<file path="src/rtl/disp_pkg.sv">
// Shared constants, hex segment table, scan FSM states and digit helper
// for the seven-digit multiplexed hex display driver.
package disp_pkg;

   localparam int NUM_DIGITS = 7;
   localparam int VALUE_W    = 27;

   localparam logic [6:0] SEG_OFF = 7'h7F;
   localparam logic [6:0] AN_OFF  = 7'h7F;

   // Active-low {g,f,e,d,c,b,a} patterns for 0..F
   localparam logic [6:0] HEX_SEG_TABLE [16] = '{
      7'b1000000, 7'b1111001, 7'b0100100, 7'b0110000,
      7'b0011001, 7'b0010010, 7'b0000010, 7'b1111000,
      7'b0000000, 7'b0010000, 7'b0001000, 7'b0000011,
      7'b1000110, 7'b0100001, 7'b0000110, 7'b0001110
   };

   typedef enum logic {
      GAP = 1'b0,
      ON  = 1'b1
   } dispState_e;

   // Digit 6 carries only the three MSBs of the 27-bit value
   function automatic logic [3:0] digitOf(input logic [VALUE_W-1:0] value,
                                          input logic [2:0]         idx);
      case (idx)
         3'd0:    return value[3:0];
         3'd1:    return value[7:4];
         3'd2:    return value[11:8];
         3'd3:    return value[15:12];
         3'd4:    return value[19:16];
         3'd5:    return value[23:20];
         3'd6:    return {1'b0, value[26:24]};
         default: return 4'h0;
      endcase
   endfunction

endpackage

</file>
<file path="src/rtl/sys_hex_display_hex_to_seg.sv">
// Combinational hex nibble to active-low seven-segment decoder.
module hex_to_seg
   import disp_pkg::*;
(
   input  logic [3:0] nibble_i,
   output logic [6:0] seg_o
);

   assign seg_o = HEX_SEG_TABLE[nibble_i];

endmodule

</file>
<file path="src/rtl/sys_hex_display.sv">
// Seven-digit multiplexed hex display with snapshot/hold and anti-ghost gap.
// Optional leading-zero blanking is enabled by defining SYS_DISP_LZ_BLANK_EN.
module sys_hex_display
   import disp_pkg::*;
#(
   parameter int REFRESH_DIV = 100000,
   parameter int GAP_CYCLES  = 1000
) (
   input  logic               SYS_clk,
   input  logic               SYS_reset,
   input  logic [VALUE_W-1:0] DISP_value,
   input  logic               DISP_valid,
   input  logic               DISP_hold,
   output logic [6:0]         DISP_an,
   output logic [6:0]         DISP_seg,
   output logic               DISP_dp
);

   localparam int              CW          = $clog2(REFRESH_DIV);
   localparam logic [CW-1:0]   CNT_LAST    = CW'(REFRESH_DIV - 1);
   localparam logic [CW-1:0]   GAP_LAST    = CW'((GAP_CYCLES > 0) ? GAP_CYCLES - 1 : 0);
   localparam logic [2:0]      IDX_LAST    = 3'(NUM_DIGITS - 1);
   localparam dispState_e      SLOT_START  = (GAP_CYCLES > 0) ? GAP : ON;

   logic [VALUE_W-1:0] snap_q, snap_d;
   logic [CW-1:0]      cnt_q, cnt_d;
   logic [2:0]         idx_q, idx_d;
   dispState_e         state_q, state_d;
   logic [6:0]         an_q, an_d;
   logic [6:0]         seg_q, seg_d;
   logic               dp_q, dp_d;

   logic [3:0]         nibble;
   logic [6:0]         segDecoded;
   logic               digitBlank;

   always_comb begin
      snap_d = snap_q;
      if (DISP_valid && !DISP_hold) begin
         snap_d = DISP_value;
      end
   end

   // Slot wrap takes priority over the gap-end transition
   always_comb begin
      cnt_d   = cnt_q + 1'b1;
      idx_d   = idx_q;
      state_d = state_q;
      if (cnt_q == CNT_LAST) begin
         cnt_d   = '0;
         idx_d   = (idx_q == IDX_LAST) ? 3'd0 : idx_q + 3'd1;
         state_d = SLOT_START;
      end else if (state_q == GAP && cnt_q == GAP_LAST) begin
         state_d = ON;
      end
   end

   assign nibble = digitOf(snap_q, idx_q);

   hex_to_seg u_hexToSeg (
      .nibble_i (nibble),
      .seg_o    (segDecoded)
   );

`ifdef SYS_DISP_LZ_BLANK_EN
   // A digit blanks when it and every higher digit are zero; digit 0 never blanks
   logic zeroAbove;

   always_comb begin
      zeroAbove  = 1'b1;
      digitBlank = 1'b0;
      for (int i = NUM_DIGITS - 1; i >= 1; i--) begin
         zeroAbove = zeroAbove && (digitOf(snap_q, 3'(i)) == 4'h0);
         if (idx_q == 3'(i)) begin
            digitBlank = zeroAbove;
         end
      end
   end
`else
   assign digitBlank = 1'b0;
`endif

   always_comb begin
      an_d  = AN_OFF;
      seg_d = SEG_OFF;
      dp_d  = 1'b1;
      if (state_q == ON) begin
         an_d  = ~(7'b0000001 << idx_q);
         seg_d = digitBlank ? SEG_OFF : segDecoded;
         dp_d  = !((idx_q == IDX_LAST) && !digitBlank);
      end
   end

   always_ff @(posedge SYS_clk or posedge SYS_reset) begin
      if (SYS_reset) begin
         snap_q  <= '0;
         cnt_q   <= '0;
         idx_q   <= 3'd0;
         state_q <= SLOT_START;
         an_q    <= AN_OFF;
         seg_q   <= SEG_OFF;
         dp_q    <= 1'b1;
      end else begin
         snap_q  <= snap_d;
         cnt_q   <= cnt_d;
         idx_q   <= idx_d;
         state_q <= state_d;
         an_q    <= an_d;
         seg_q   <= seg_d;
         dp_q    <= dp_d;
      end
   end

   assign DISP_an  = an_q;
   assign DISP_seg = seg_q;
   assign DISP_dp  = dp_q;

endmodule
</file>
<file path="config.mk">
export PLATFORM = sky130hd
export DESIGN_NAME = sys_hex_display
export DESIGN_NICKNAME = d
export VERILOG_FILES = /design/src/rtl/disp_pkg.sv /design/src/rtl/sys_hex_display_hex_to_seg.sv /design/src/rtl/sys_hex_display.sv
export SDC_FILE = /design/constraint.sdc
export NUM_CORES = 1
export LEC_CHECK = 0
export ABC_AREA = 1
export CAP_MARGIN = 20
export CORE_MARGIN = 10
export CORE_UTILIZATION = 40
export DETAILED_ROUTE_END_ITERATION = 6
export SETUP_SLACK_MARGIN = 0.1
export SLEW_MARGIN = 40
export SYNTH_ARGS = -nofsm -noshare
export SYNTH_HDL_FRONTEND = slang
export SYNTH_SLANG_ARGS = --single-unit
</file>
<file path="constraint.sdc">
create_clock -name SYS_clk -period 1.9 [get_ports SYS_clk]
set_input_delay 0.285 -clock SYS_clk [delete_from_list [all_inputs] [get_ports SYS_clk]]
set_output_delay 0.285 -clock SYS_clk [all_outputs]
set_load 0.02 [all_outputs]
</file>
== After elaboration in Yosys (flattened, before gate mapping) ==
Memory sizes are Yosys's and may differ from the RTL's.
Index checks and enable logic that the tools add are counted.
Word-level totals
  memories: 1
  word-level logic and storage cells: 39
  output and inout bits: 15
  register bits after elaboration: 63
  memory bits (read-only): 112
  input port bits: 31
Cells by class
  bitwise gates (word level): 3
  shifts and indexed selects: 1
  $add $sub $neg: 2
  mux-type cells: 10
  reduce and logical (&&, ||, !) cells: 6
  equal/unequal tests: 8
  order comparisons: 1
Memory list
  (no name shown): words 16, width 7, rd ports 1, clocked after Yosys merged registers in 0, write ports 0, RTL line sys_hex_display_hex_to_seg.sv:9  | assign seg_o = HEX_SEG_TABLE[nibble_i];
Operator list (number)
  $mux W7: 4
  $pmux W4 S7: 1
  $add A17 B1 Y17 const B: 1
  $eq A17 B10 Y1 const B: 1
  $eq A17 B17 Y1 const B: 1
  $mux W17: 1
  $eq A3 B3 Y1 const B: 3
  $not A7 Y7: 1
  $shl A1 B3 Y7 const A: 1
  $eq A3 B2 Y1 const B: 2
  $ge A5 B5 Y1 const B: 1
  $not A4 Y5: 1
  $add A3 B1 Y3 const B: 1
  $eq A3 B1 Y1 const B: 1
  $logic_not A3 Y1: 1
  $mux W1: 3
  $mux W3: 1
  $logic_and A1 B1 Y1: 2
  $logic_not A1 Y1: 2
  $reduce_bool A2 Y1: 1
  $not A1 Y1: 1

== Depth between registers and ports, before layout ==
Gate-level depths: netlist (run 1).
  depth after elaboration: 7
  mapped depth: 16
  depth with buffers taken out: 15

== Hierarchy ==
A second synthesis (run 1) with hierarchy kept.
Second synthesis, totals
  cells, all modules: 375
  area, all modules: 3155.5 um^2
By module, submodules not included
  sys_hex_display: times used 1, cells an instance 326, area an instance 2881.5 um^2, seq. area each 1569.0 um^2
  hex_to_seg: times used 1, cells an instance 49, area an instance 274.0 um^2, seq. area each 0.0 um^2

== Worst setup path after synthesis (run 1) ==
OpenSTA, ideal clock, no wires.
  kind: register to register
  start point: register idx_q[1]
  end point: register seg_q[3], in the netlist DISP_seg[3]
  setup slack: -0.048 ns
  clock period less this slack: 1.948 ns
  stages on the path, launching flop included: 16
  library setup time: 0.091 ns
  required time: 1.809 ns
  data arrival time: 1.857 ns
  path buffers: 1
  cells stage by stage: dfrtp_1 buf_6 nand2_1 inv_1 ha_1 nand2_1 nand2_1 inv_1 nand2_1 nor2_2 inv_1 ha_1 inv_1 nand2_1 nand3_1 nand3_1
On the way
  cells in the longest elaborated chain, start to end: 7
  elaborated cells between the ends (all ways): 13
  classes of those cells: eq/ne (6); mux (4); bitwise (1); reduce/logical (1); memory (1)
Ends and longest elaborated chain
  from (decl): RTL line sys_hex_display.sv:27  | logic [2:0] idx_q, idx_d;
  from (signal assigned): RTL line sys_hex_display.sv:106  | idx_q <= idx_d;
  $eq A3 B3 Y1 (tied with other cells): RTL line disp_pkg.sv:27  | case (idx)
  $pmux W4 S7 (*): RTL line disp_pkg.sv:27
  $not A4 Y5 (not written as such) (*): RTL line sys_hex_display_hex_to_seg.sv:9
  $mem_v2 Z16 W7 (*)
  $mux W7 (not written as such) (*) (2 in a row): RTL line sys_hex_display_hex_to_seg.sv:9
  $mux W7 (*): RTL line sys_hex_display.sv:87  | if (state_q == ON) begin
  via seg_d[3]: RTL line sys_hex_display.sv:30  | logic [6:0] seg_q, seg_d;
  to (signal assigned): RTL line sys_hex_display.sv:109  | seg_q <= seg_d;
  to (decl): RTL line sys_hex_display.sv:30
The timed path passes the listed nets; every way through them passes the cells marked *. The select of a mux whose other input is x is not followed.
A chain may end at the register's enable or synchronous reset.

== Worst setup path after layout (run 1) ==
  start point: register idx_q[1]
  end point: register seg_q[1], in the netlist DISP_seg[1]
The elaborated chain is that of the path after synthesis.

==> impl_metrics.csv, run 1 <==
group,metric,value,unit
synth,synthDistinctLibCells,34,
clock_tree,cts.clk_slew.worst_paths,0.07,ns
drt,drt_iter0_markers,165,
clock_tree,clock_path_buffers,2,
global_routing,grt.overflow.total,0,
timing,fin_crit_sh,93.7,%
setup_path,worst_setup_path_end_kind,"flip-flop",
finish,finalNetCount,450,
synth,synthFlopType,"dfrtp_1",
setup_path,cp_max_fo,5,
drt,routed_wl,7.23,mm
placed_design,gp_congestion,0.910,
pwr,p_leak,0.00189,uW
synth,syn_area,3260,um2
setup_path,reg2regPathDepth,15,
setup_path,r2r-start,"idx_q[1]$_DFFE_PP0N_",
drt,ant_nets,0,
setup_path,critPathMaxStageDelay,0.45,ns
timing,tns,0,ns
timing,hold_violations,0,
synth,synth_edf_count,0,
timing,finalCriticalPeriod,1.78,ns
drt,wl_per_cell,14.0,um
timing,setup_ws,0.120,ns
setup_path,path_buf_inv,4,
drt,avgViaCountPerCell,4.96,
global_routing,grt_usage,12.5,%
synth,yosysWarnings,0,
pwr,power_density,717,nW/um2
setup_path,slowest_stage,"dfrtp_2",
global_routing,grt_pass1_wl,11.9,mm
flow_run,maxCapViolations,0,
floorplan,core-area,7810,um2
timing,max_freq,562,MHz
synth,synth.avg_cell_area,9.25,um2
setup_path,cpMostUsedCell,"nand2_2",
pwr,p_seq_share,49.1,%
min_path,hold_class,"in -> async",
finish,fin_area,4160,um2
floorplan,die_w,110,um
global_routing,grt_antenna_before_repair,0,
floorplan,die_area,12200,um2
floorplan,rows,32,
timing,rsz0062_at_grt,"yes",
clock_tree,clock_sinks,62,
synth,async_reset_ff_share,100,%
placed_design,dpl-instance-area,3910,um2
synth,synth_largest_area_cell,"dfrtp_1",
global_routing,grt_max_degree,63,
placed_design,dp_hpwl,5.34,mm
setup_path,path_delay_family,"simple AND/OR/NAND/NOR gates",
timing,slew_viol_final,0,
setup_path,r2r-end,"DISP_seg[1]$_DFF_PP1_",
synth,ys_ff_latch,62,
setup_path,crit_arrival,2.04,ns
placed_design,place_ws,0.0659,ns
timing,setup_viol,0,
clock_tree,htree_num_levels,3,
floorplan,die_h,110,um
setup_path,reg2reg_slack,0.12,ns
setup_path,crit_required,2.16,ns
floorplan,start_util,41.7,%
drt,vias,2569,
finish,final_util,53.3,%
clock_tree,cts_made_buffers,9,
setup_path,worstSetupStartpointType,"flip-flop",
synth,seq_area_frac_synth,48.2,%
timing,maxSlewHeadroom,64.5,%
clock_tree,clk_latency,0.34,ns
clock_tree,root_buffer,"clkbuf_8",
synth,synthesis.nets,391,
pwr,clockPowerShare,37.5,%
setup_path,crit_path_cell_trace,"nand2_2 > inv_2 > ha_4 > nand2_2 > nand2_2 > inv_2 > nand2_2 > nor2_4 > inv_2 > ha_4 > inv_2 > nand2_2 > nand2_2 > nand2_2 > nand2_1",
clock_tree,hold_buffers,0,
synth,synth_area_leaders,"dfrtp_1, dfstp_2, nand2_1, mux2_2, inv_1",
timing,fin_worst_skew,0.00476,ns
timing,hold-worst-slack,0.365,ns
pwr,ir_worst_vdd,0.000434,V
placed_design,io_buffers,45,
drt,dr.pass1.iters,6,
synth,synth_top_cell_area_share,36.9,%
setup_path,path_class,"reg -> reg",
drt,drc,0,
run_status,run_status,"finished clean",
timing,worst_pin_slew,0.532,ns
finish,drive_above_1_share,28.4,%
finish,n_antenna_cell,0,
finish,area_growth,27.8,%
clock_tree,tritoncts,"done",
synth,postSynthCellCount,352,
pwr,p_int,2210,uW
pwr,switchingPower,772,uW
global_routing,first_global_vias,2438,
pwr,swShare,25.9,%
floorplan,ios,46,
pwr,combPwrFrac,13.4,%
## metrics by stage
stage / cells / power [uW]
2_1_floorplan: 352 / 1720
3_3_place_gp: 500 / 1860
3_5_place_dp: 500 / 1870
4_1_cts: 516 / 3000
5_1_grt: 518 / 3150
6_report: 518 / 2980
## tightest hold or removal path, cell delays in order
cell             delay (ns)
clkdlybuf4s50_1        0.44
clkinvlp_4             0.10
buf_12                 0.27
## cell usage in the layout, fill, tap and decap left out, types with 3 or more instances in the layout
master | synthesis | final
nand2_1 | 81 | 72
dfrtp_1 | 48 | 46
clkdlybuf4s50_1 | 0 | 45
inv_1 | 39 | 34
mux2_2 | 26 | 26
nand3_1 | 24 | 23
nand4_1 | 16 | 16
nor2_1 | 18 | 16
dfstp_2 | 14 | 14
nand2_2 | 2 | 11
buf_4 | 2 | 11
clkbuf_8 | 0 | 9
inv_2 | 5 | 8
o21ai_0 | 10 | 8
nor3_1 | 7 | 7
nor4_1 | 7 | 6
nand3_2 | 5 | 6
a21oi_1 | 6 | 6
xor2_1 | 6 | 6
nor2_4 | 2 | 5
nor2_2 | 5 | 4
ha_1 | 8 | 4
clkinv_2 | 0 | 4
clkinvlp_4 | 0 | 3
## power groups by stage
stage | clock, uW | sequential, uW | combinational [uW]
2_1_floorplan | 0 | 1460 | 262
3_3_place_gp | 0 | 1490 | 374
4_1_cts | 1150 | 1460 | 384
6_report | 1120 | 1460 | 400
3_5_place_dp | 0 | 1490 | 378
5_1_grt | 1230 | 1470 | 448
## layout make-up
| cell class | count | area [um2] |
|---|---|---|
| Tap cell | 102 | 128 |
| Clock inverter | 7 | 65.1 |
| Inverter | 44 | 171 |
| Timing Repair Buffer | 58 | 573 |
| Multi-Input combinational cell | 236 | 1530 |
| Sequential cell | 62 | 1570 |
| Fill cell | 705 | 3650 |
| Clock buffer | 9 | 124 |
## cells in the mapped netlist, types with 6 or more instances
| cell | instances |
|---|---|
| nand2_1 | 81 |
| dfrtp_1 | 48 |
| inv_1 | 39 |
| mux2_2 | 26 |
| nand3_1 | 24 |
| nor2_1 | 18 |
| nand4_1 | 16 |
| dfstp_2 | 14 |
| o21ai_0 | 10 |
| ha_1 | 8 |
| nor3_1 | 7 |
| nor4_1 | 7 |
| a21oi_1 | 6 |
| xor2_1 | 6 |
## worst max-delay path by stage
| stage | from | end | slack (ns) | cells past startpoint |
|---|---|---|---|---|
| finish | idx_q[1]$_DFFE_PP0N_ | DISP_seg[1]$_DFF_PP1_ | 0.12 | 15 |
| global route | idx_q[1]$_DFFE_PP0N_ | DISP_seg[1]$_DFF_PP1_ | 0.004 | 15 |
| floorplan | idx_q[1]$_DFFE_PP0N_ | DISP_seg[1]$_DFF_PP1_ | 0.10 | 16 |
| CTS | idx_q[0]$_DFFE_PP0N_ | DISP_seg[1]$_DFF_PP1_ | 0.1 | 13 |
| detailed placement | idx_q[0]$_DFFE_PP0N_ | DISP_seg[1]$_DFF_PP1_ | 0.07 | 15 |
| global placement | idx_q[0]$_DFFE_PP0N_ | DISP_seg[1]$_DFF_PP1_ | 0.11 | 15 |
## repair_timing
item,4_1_cts,5_1_grt
setup buffers,0,2
pin swaps,1,6
gates cloned,0,0
endpoints found under the setup margin,5,13
gates resized for setup,2,19
## routing by layer
metal	global-route usage, %	wire, um	vias up
li1	-	-	1283
met1	17.6	3610	1200
met2	16.9	3030	75
met3	4.35	480	11
met4	4.95	109	0
met5	0	0	-
## state kept, by name, indices dropped and copies added, names as in the netlist
register and count:
DISP_seg 7, DISP_an 7, snap_q 27, idx_q 3, cnt_q 17, state_q 1
## logic make-up after synthesis
| kind of cell | Yosys count | synth area share, % |
|---|---|---|
| xor+xnor | 6 | 1.61 |
| simple gates | 176 | 27.4 |
| flops | 62 | 48.2 |
| compound gates | 20 | 3.34 |
| fa+ha+maj | 8 | 3.07 |
| mux | 26 | 8.99 |
| buf+inv | 54 | 7.45 |
Note: power is estimated with default switching activity, not from simulation.
==> run 2, diff against run 1 <==
--- a/config.mk
+++ b/config.mk
@@ -10,7 +10,6 @@
 export CORE_MARGIN = 10
 export CORE_UTILIZATION = 40
 export DETAILED_ROUTE_END_ITERATION = 6
-export SETUP_SLACK_MARGIN = 0.1
 export SLEW_MARGIN = 40
 export SYNTH_ARGS = -nofsm -noshare
 export SYNTH_HDL_FRONTEND = slang
==> impl_metrics.csv, run 2 (synthesis results as in run 1) <==
group,metric,value,unit
run_status,run_status,"finished clean",
timing,setup_ws,0.0916,ns
global_routing,grt_pass1_wl,11.8,mm
floorplan,die_w,110,um
clock_tree,tritoncts,"done",
finish,layoutNonFillerInstCount,522,
finish,final_common_cell,"nand2_1",
placed_design,io_buffers,45,
timing,max_freq,553,MHz
floorplan,die_area,12200,um2
setup_path,path_class,"reg -> reg",
drt,wl_per_cell,13.8,um
finish,n_antenna_cell,0,
pwr,ir_worst_vdd,0.000449,V
timing,fin_worst_skew,0.00675,ns
drt,avgViaCountPerCell,4.91,
drt,ant_nets,0,
placed_design,place_ws,0.00801,ns
clock_tree,cts_made_buffers,9,
pwr,power_density,745,nW/um2
setup_path,crit_arrival,2.05,ns
global_routing,grt_usage,12.2,%
finish,multi_input_comb_area,1510,um2
timing,slew_viol_final,0,
timing,maxSlewHeadroom,63.7,%
finish,final_util,53.7,%
timing,finalCriticalPeriod,1.81,ns
clock_tree,clock_path_buffers,2,
floorplan,ios,46,
placed_design,gp_congestion,0.902,
placed_design,placedCellCount,502,
timing,rsz0062_at_grt,"yes",
finish,top_register,"snap_q",
finish,largest_reg_flops,27,
clock_tree,clock_sinks,62,
setup_path,crit_required,2.14,ns
clock_tree,root_buffer,"clkbuf_8",
floorplan,rows,32,
setup_path,cp_max_fo,5,
drt,vias,2563,
clock_tree,clk_latency,0.33,ns
pwr,p_leak,0.00194,uW
flow_run,maxCapViolations,0,
timing,hold-worst-slack,0.350,ns
finish,drive_above_1_share,25.7,%
drt,drc,0,
setup_path,worstSetupStartpointType,"flip-flop",
timing,tns,0,ns
global_routing,grt_max_degree,63,
timing,setup_viol,0,
timing,fin_crit_sh,95.2,%
global_routing,first_global_vias,2446,
timing,hold_violations,0,
finish,fillers,711,
global_routing,grt.overflow.total,0,
drt,drt_iter0_markers,102,
clock_tree,htree_num_levels,3,
global_routing,grt_antenna_before_repair,0,
floorplan,die_h,110,um
min_path,hold_class,"in -> async",
setup_path,worst_setup_path_end_kind,"flip-flop",
finish,ff_latch_area,1570,um2
timing,worst_pin_slew,0.544,ns
finish,mostFrequentLayoutCells,"nand2_1, dfrtp_1, clkdlybuf4s50_1",
setup_path,reg2regPathDepth,12,
floorplan,core-area,7810,um2
drt,routed_wl,7.21,mm
placed_design,dp_hpwl,5.50,mm
finish,largestRegisters,"snap_q (27), cnt_q (17)",
clock_tree,cts.clk_slew.worst_paths,0.07,ns
drt,dr.pass1.iters,4,
floorplan,start_util,41.7,%
finish,area_growth,28.6,%
finish,finalNetCount,454,
==> run 2: cell types whose count changed in the layout (fill, tap and decap cells not counted), sizes merged <==
cell,previous run,this run
bufinv,1,2
buf,13,17
clkinvlp,3,0
clkinv,4,2
clkbuf,9,12
inv,43,44
==> run 2: per-layer routing <==
layer | global-route usage (%) | vias to the layer above | part of all wire, %
li1 | - | 1294 | -
met1 | 16.7 | 1191 | 47
met2 | 17.7 | 68 | 44
met3 | 3.77 | 10 | 7.4
met4 | 4.86 | 0 | 1.4
met5 | 0 | - | 0
==> run 2: cell type report <==
type | count | area share [%]
clock buffer | 12 | 3.46
clock inverter | 4 | 1.67
inverter | 44 | 3.94
multi-input combinational | 236 | 36.0
sequential | 62 | 37.5
tap | 102 | 3.05
timing repair buffer | 62 | 14.4
==> run 2: power breakdown <==
part / switching (uW) / internal [uW]
Sequential: 55.1 / 1410
Clock: 490 / 771
Combinational: 187 / 208
Total: 733 / 2390
==> run 2: path summary, 6_finish.rpt <==
| kind | slack [ns] | endpoint | startpoint |
|---|---|---|---|
| worst max-delay path | 0.09 | DISP_seg[2]$_DFF_PP1_ | idx_q[1]$_DFFE_PP0N_ |
| worst min-delay path | 0.35 | snap_q[19]$_DFFE_PP0P_ | SYS_reset |
| worst max register to register | 0.09 | DISP_seg[2]$_DFF_PP1_ | idx_q[1]$_DFFE_PP0N_ |
| worst min register to register | 0.46 | cnt_q[0]$_DFF_PP0_ | cnt_q[0]$_DFF_PP0_ |
| max in group asynchronous | 1.26 | DISP_an[1]$_DFF_PP1_ | SYS_reset |
| min in group SYS_clk | 0.46 | cnt_q[0]$_DFF_PP0_ | cnt_q[0]$_DFF_PP0_ |
==> run 2: worst max-delay path: stages, from the launching register on <==
cell and delay (ns):
dfrtp_2 0.44, nand2_1 0.07, inv_1 0.06, ha_4 0.17
nand2_1 0.08, nand2_1 0.06, inv_1 0.05, nand2_1 0.08
nor2_4 0.14, buf_4 0.15, ha_1 0.13, nand2_1 0.07
o211ai_1 0.23
==> run 2: what timing repair did <==
item	in CTS	in global routing
hold buffers	0	0
endpoints found under the setup margin	0	12
buffers inserted	0	4
resized for setup	0	12
endpoints found under the hold margin	0	0
==> run 2: per-stage QoR <==
stage | power, uW | area (um2)
after global placement | 1860 | 3890
final | 3120 | 4190
after global routing | 3260 | 4190
after CTS | 3130 | 4100
after floorplan | 1720 | 3260
after detailed placement | 1870 | 3890
==> run 3, diff against run 2 <==
--- a/config.mk
+++ b/config.mk
@@ -10,6 +10,7 @@
 export CORE_MARGIN = 10
 export CORE_UTILIZATION = 40
 export DETAILED_ROUTE_END_ITERATION = 6
+export PLACE_DENSITY_LB_ADDON = 0.08
 export SLEW_MARGIN = 40
 export SYNTH_ARGS = -nofsm -noshare
 export SYNTH_HDL_FRONTEND = slang
==> impl_metrics.csv, run 3 (synthesis results as in run 1) <==
group,metric,value,unit
timing,hold_violations,0,
setup_path,cpMostUsedCell,"nand2_1",
setup_path,r2r-end,"DISP_seg[1]$_DFF_PP1_",
flow_run,maxCapViolations,0,
timing,fin_worst_skew,0.0103,ns
setup_path,crit_arrival,2.02,ns
finish,top_register,"snap_q",
drt,dr.pass1.iters,5,
finish,n_antenna_cell,0,
timing,setup_ws,0.118,ns
global_routing,grt_max_degree,63,
setup_path,r2r-start,"idx_q[0]$_DFFE_PP0N_",
timing,rsz0062_at_grt,"yes",
timing,fin_crit_sh,93.8,%
clock_tree,cts_made_buffers,9,
drt,vias,2546,
drt,routed_wl,7.28,mm
pwr,switchingPower,720,uW
finish,multi_input_comb_area,1490,um2
setup_path,cp_max_fo,6,
placed_design,gp_congestion,0.883,
finish,mostFrequentLayoutCells,"nand2_1, dfrtp_1, clkdlybuf4s50_1",
pwr,p_leak,0.00190,uW
pwr,swShare,25.3,%
setup_path,reg2reg_slack,0.12,ns
placed_design,dp_hpwl,5.48,mm
timing,slew_viol_final,0,
floorplan,die_w,110,um
setup_path,slowest_stage,"dfrtp_2",
drt,drt_iter0_markers,66,
finish,largestRegisters,"snap_q (27), cnt_q (17)",
clock_tree,cts.clk_slew.worst_paths,0.07,ns
clock_tree,clock_sinks,62,
floorplan,die_h,110,um
placed_design,place_ws,0.0399,ns
global_routing,first_global_vias,2547,
timing,finalCriticalPeriod,1.78,ns
pwr,clockPowerShare,34.8,%
timing,worst_pin_slew,0.549,ns
finish,finalNetCount,452,
clock_tree,htree_num_levels,3,
min_path,hold_class,"in -> async",
timing,max_freq,561,MHz
setup_path,critPathMaxStageDelay,0.44,ns
floorplan,ios,46,
timing,maxSlewHeadroom,63.4,%
setup_path,crit_path_cell_trace,"buf_4 > nand2_4 > nor2_2 > nand2_1 > nand3_1 > nor2_4 > inv_2 > ha_4 > inv_1 > nand2_1 > nand2_1 > nand2_1 > nand2_1",
pwr,power_density,690,nW/um2
clock_tree,clock_path_buffers,2,
pwr,p_int,2120,uW
pwr,combPwrFrac,13.8,%
clock_tree,tritoncts,"done",
setup_path,worstSetupStartpointType,"flip-flop",
floorplan,rows,32,
pwr,p_seq_share,51.4,%
clock_tree,root_buffer,"clkbuf_8",
placed_design,io_buffers,45,
global_routing,grt_usage,12.6,%
finish,area_growth,26.4,%
placed_design,dpl-instance-area,3890,um2
floorplan,core-area,7810,um2
global_routing,grt_pass1_wl,12.1,mm
finish,fin_area,4120,um2
global_routing,grt_antenna_before_repair,0,
pwr,ir_worst_vdd,0.000403,V
finish,final_common_cell,"nand2_1",
finish,fillers,715,
setup_path,reg2regPathDepth,13,
drt,drc,0,
finish,ff_latch_area,1570,um2
floorplan,start_util,41.7,%
drt,wl_per_cell,14.0,um
setup_path,crit_required,2.14,ns
floorplan,die_area,12200,um2
finish,largest_reg_flops,27,
setup_path,path_class,"reg -> reg",
finish,drive_above_1_share,24.4,%
global_routing,grt.overflow.total,0,
drt,ant_nets,0,
clock_tree,clk_latency,0.33,ns
timing,setup_viol,0,
setup_path,worst_setup_path_end_kind,"flip-flop",
drt,avgViaCountPerCell,4.90,
run_status,run_status,"finished clean",
## run 3: cell type report
cell class              instances  share of cell area (%)
inverters                      44                    4.26
multi-input cells             236                    36.2
clock buffers                  14                    3.71
clock inverters                 2                   0.243
well taps                     102                    3.10
flip-flops and latches         62                    38.2
repair buffers                 60                    14.3
## run 3: per-layer routing
| layer | vias up | global-route usage [%] | part of all wire [%] |
|---|---|---|---|
| li1 | 1286 | - | - |
| met1 | 1177 | 17.0 | 48 |
| met2 | 71 | 18.5 | 44 |
| met3 | 12 | 3.60 | 6.1 |
| met4 | 0 | 5.23 | 1.3 |
| met5 | - | 0 | 0 |
## run 3: critical path, delay by kind of cell (launching register included)
| kind | cells | cell delay [ns] |
|---|---|---|
| adder cells (fa/ha/maj) | 1 | 0.25 |
| buffers and inverters | 3 | 0.26 |
| flip-flops | 1 | 0.44 |
| AND/OR/NAND/NOR | 9 | 0.74 |
## run 3: power by group through the flow
stage,registers [uW],logic (uW),clock network [uW]
4_1_cts,1460,385,1020
5_1_grt,1470,444,1090
3_3_place_gp,1480,379,0
2_1_floorplan,1460,255,0
6_report,1460,392,988
3_5_place_dp,1480,384,0
## run 3: worst max path at each step
stage                               startpoint                     to  slack (ns)  depth (start not counted)
after floorplan           idx_q[1]$_DFFE_PP0N_  DISP_seg[3]$_DFF_PP1_        0.03                         15
after global placement    idx_q[0]$_DFFE_PP0N_  DISP_seg[3]$_DFF_PP1_        0.11                         14
after detailed placement  idx_q[0]$_DFFE_PP0N_  DISP_seg[3]$_DFF_PP1_        0.04                         14
after CTS                 idx_q[0]$_DFFE_PP0N_  DISP_seg[3]$_DFF_PP1_        0.02                         14
after global routing      idx_q[0]$_DFFE_PP0N_  DISP_seg[1]$_DFF_PP1_       -0.03                         15
final                     idx_q[0]$_DFFE_PP0N_  DISP_seg[1]$_DFF_PP1_        0.12                         13
## run 3: through the flow
stage / util, % / setup TNS [ns] / total power (uW) / std cells / hold WS [ns]
2_1_floorplan: - / 0 / 1720 / 352 / 0.433
6_report: 52.7 / 0 / 2840 / 520 / 0.327
3_3_place_gp: 49.9 / 0 / 1860 / 503 / 0.454
3_5_place_dp: 49.9 / 0 / 1870 / 503 / 0.462
5_1_grt: 52.7 / -0.113 / 3010 / 520 / 0.353
4_1_cts: 52.0 / 0 / 2870 / 519 / 0.333
## run 3: what timing repair did
action                                  CTS  global route
hold buffers                              0             0
gates resized for setup                   0            14
endpoints found under the setup margin    0             8
setup buffers                             0             1
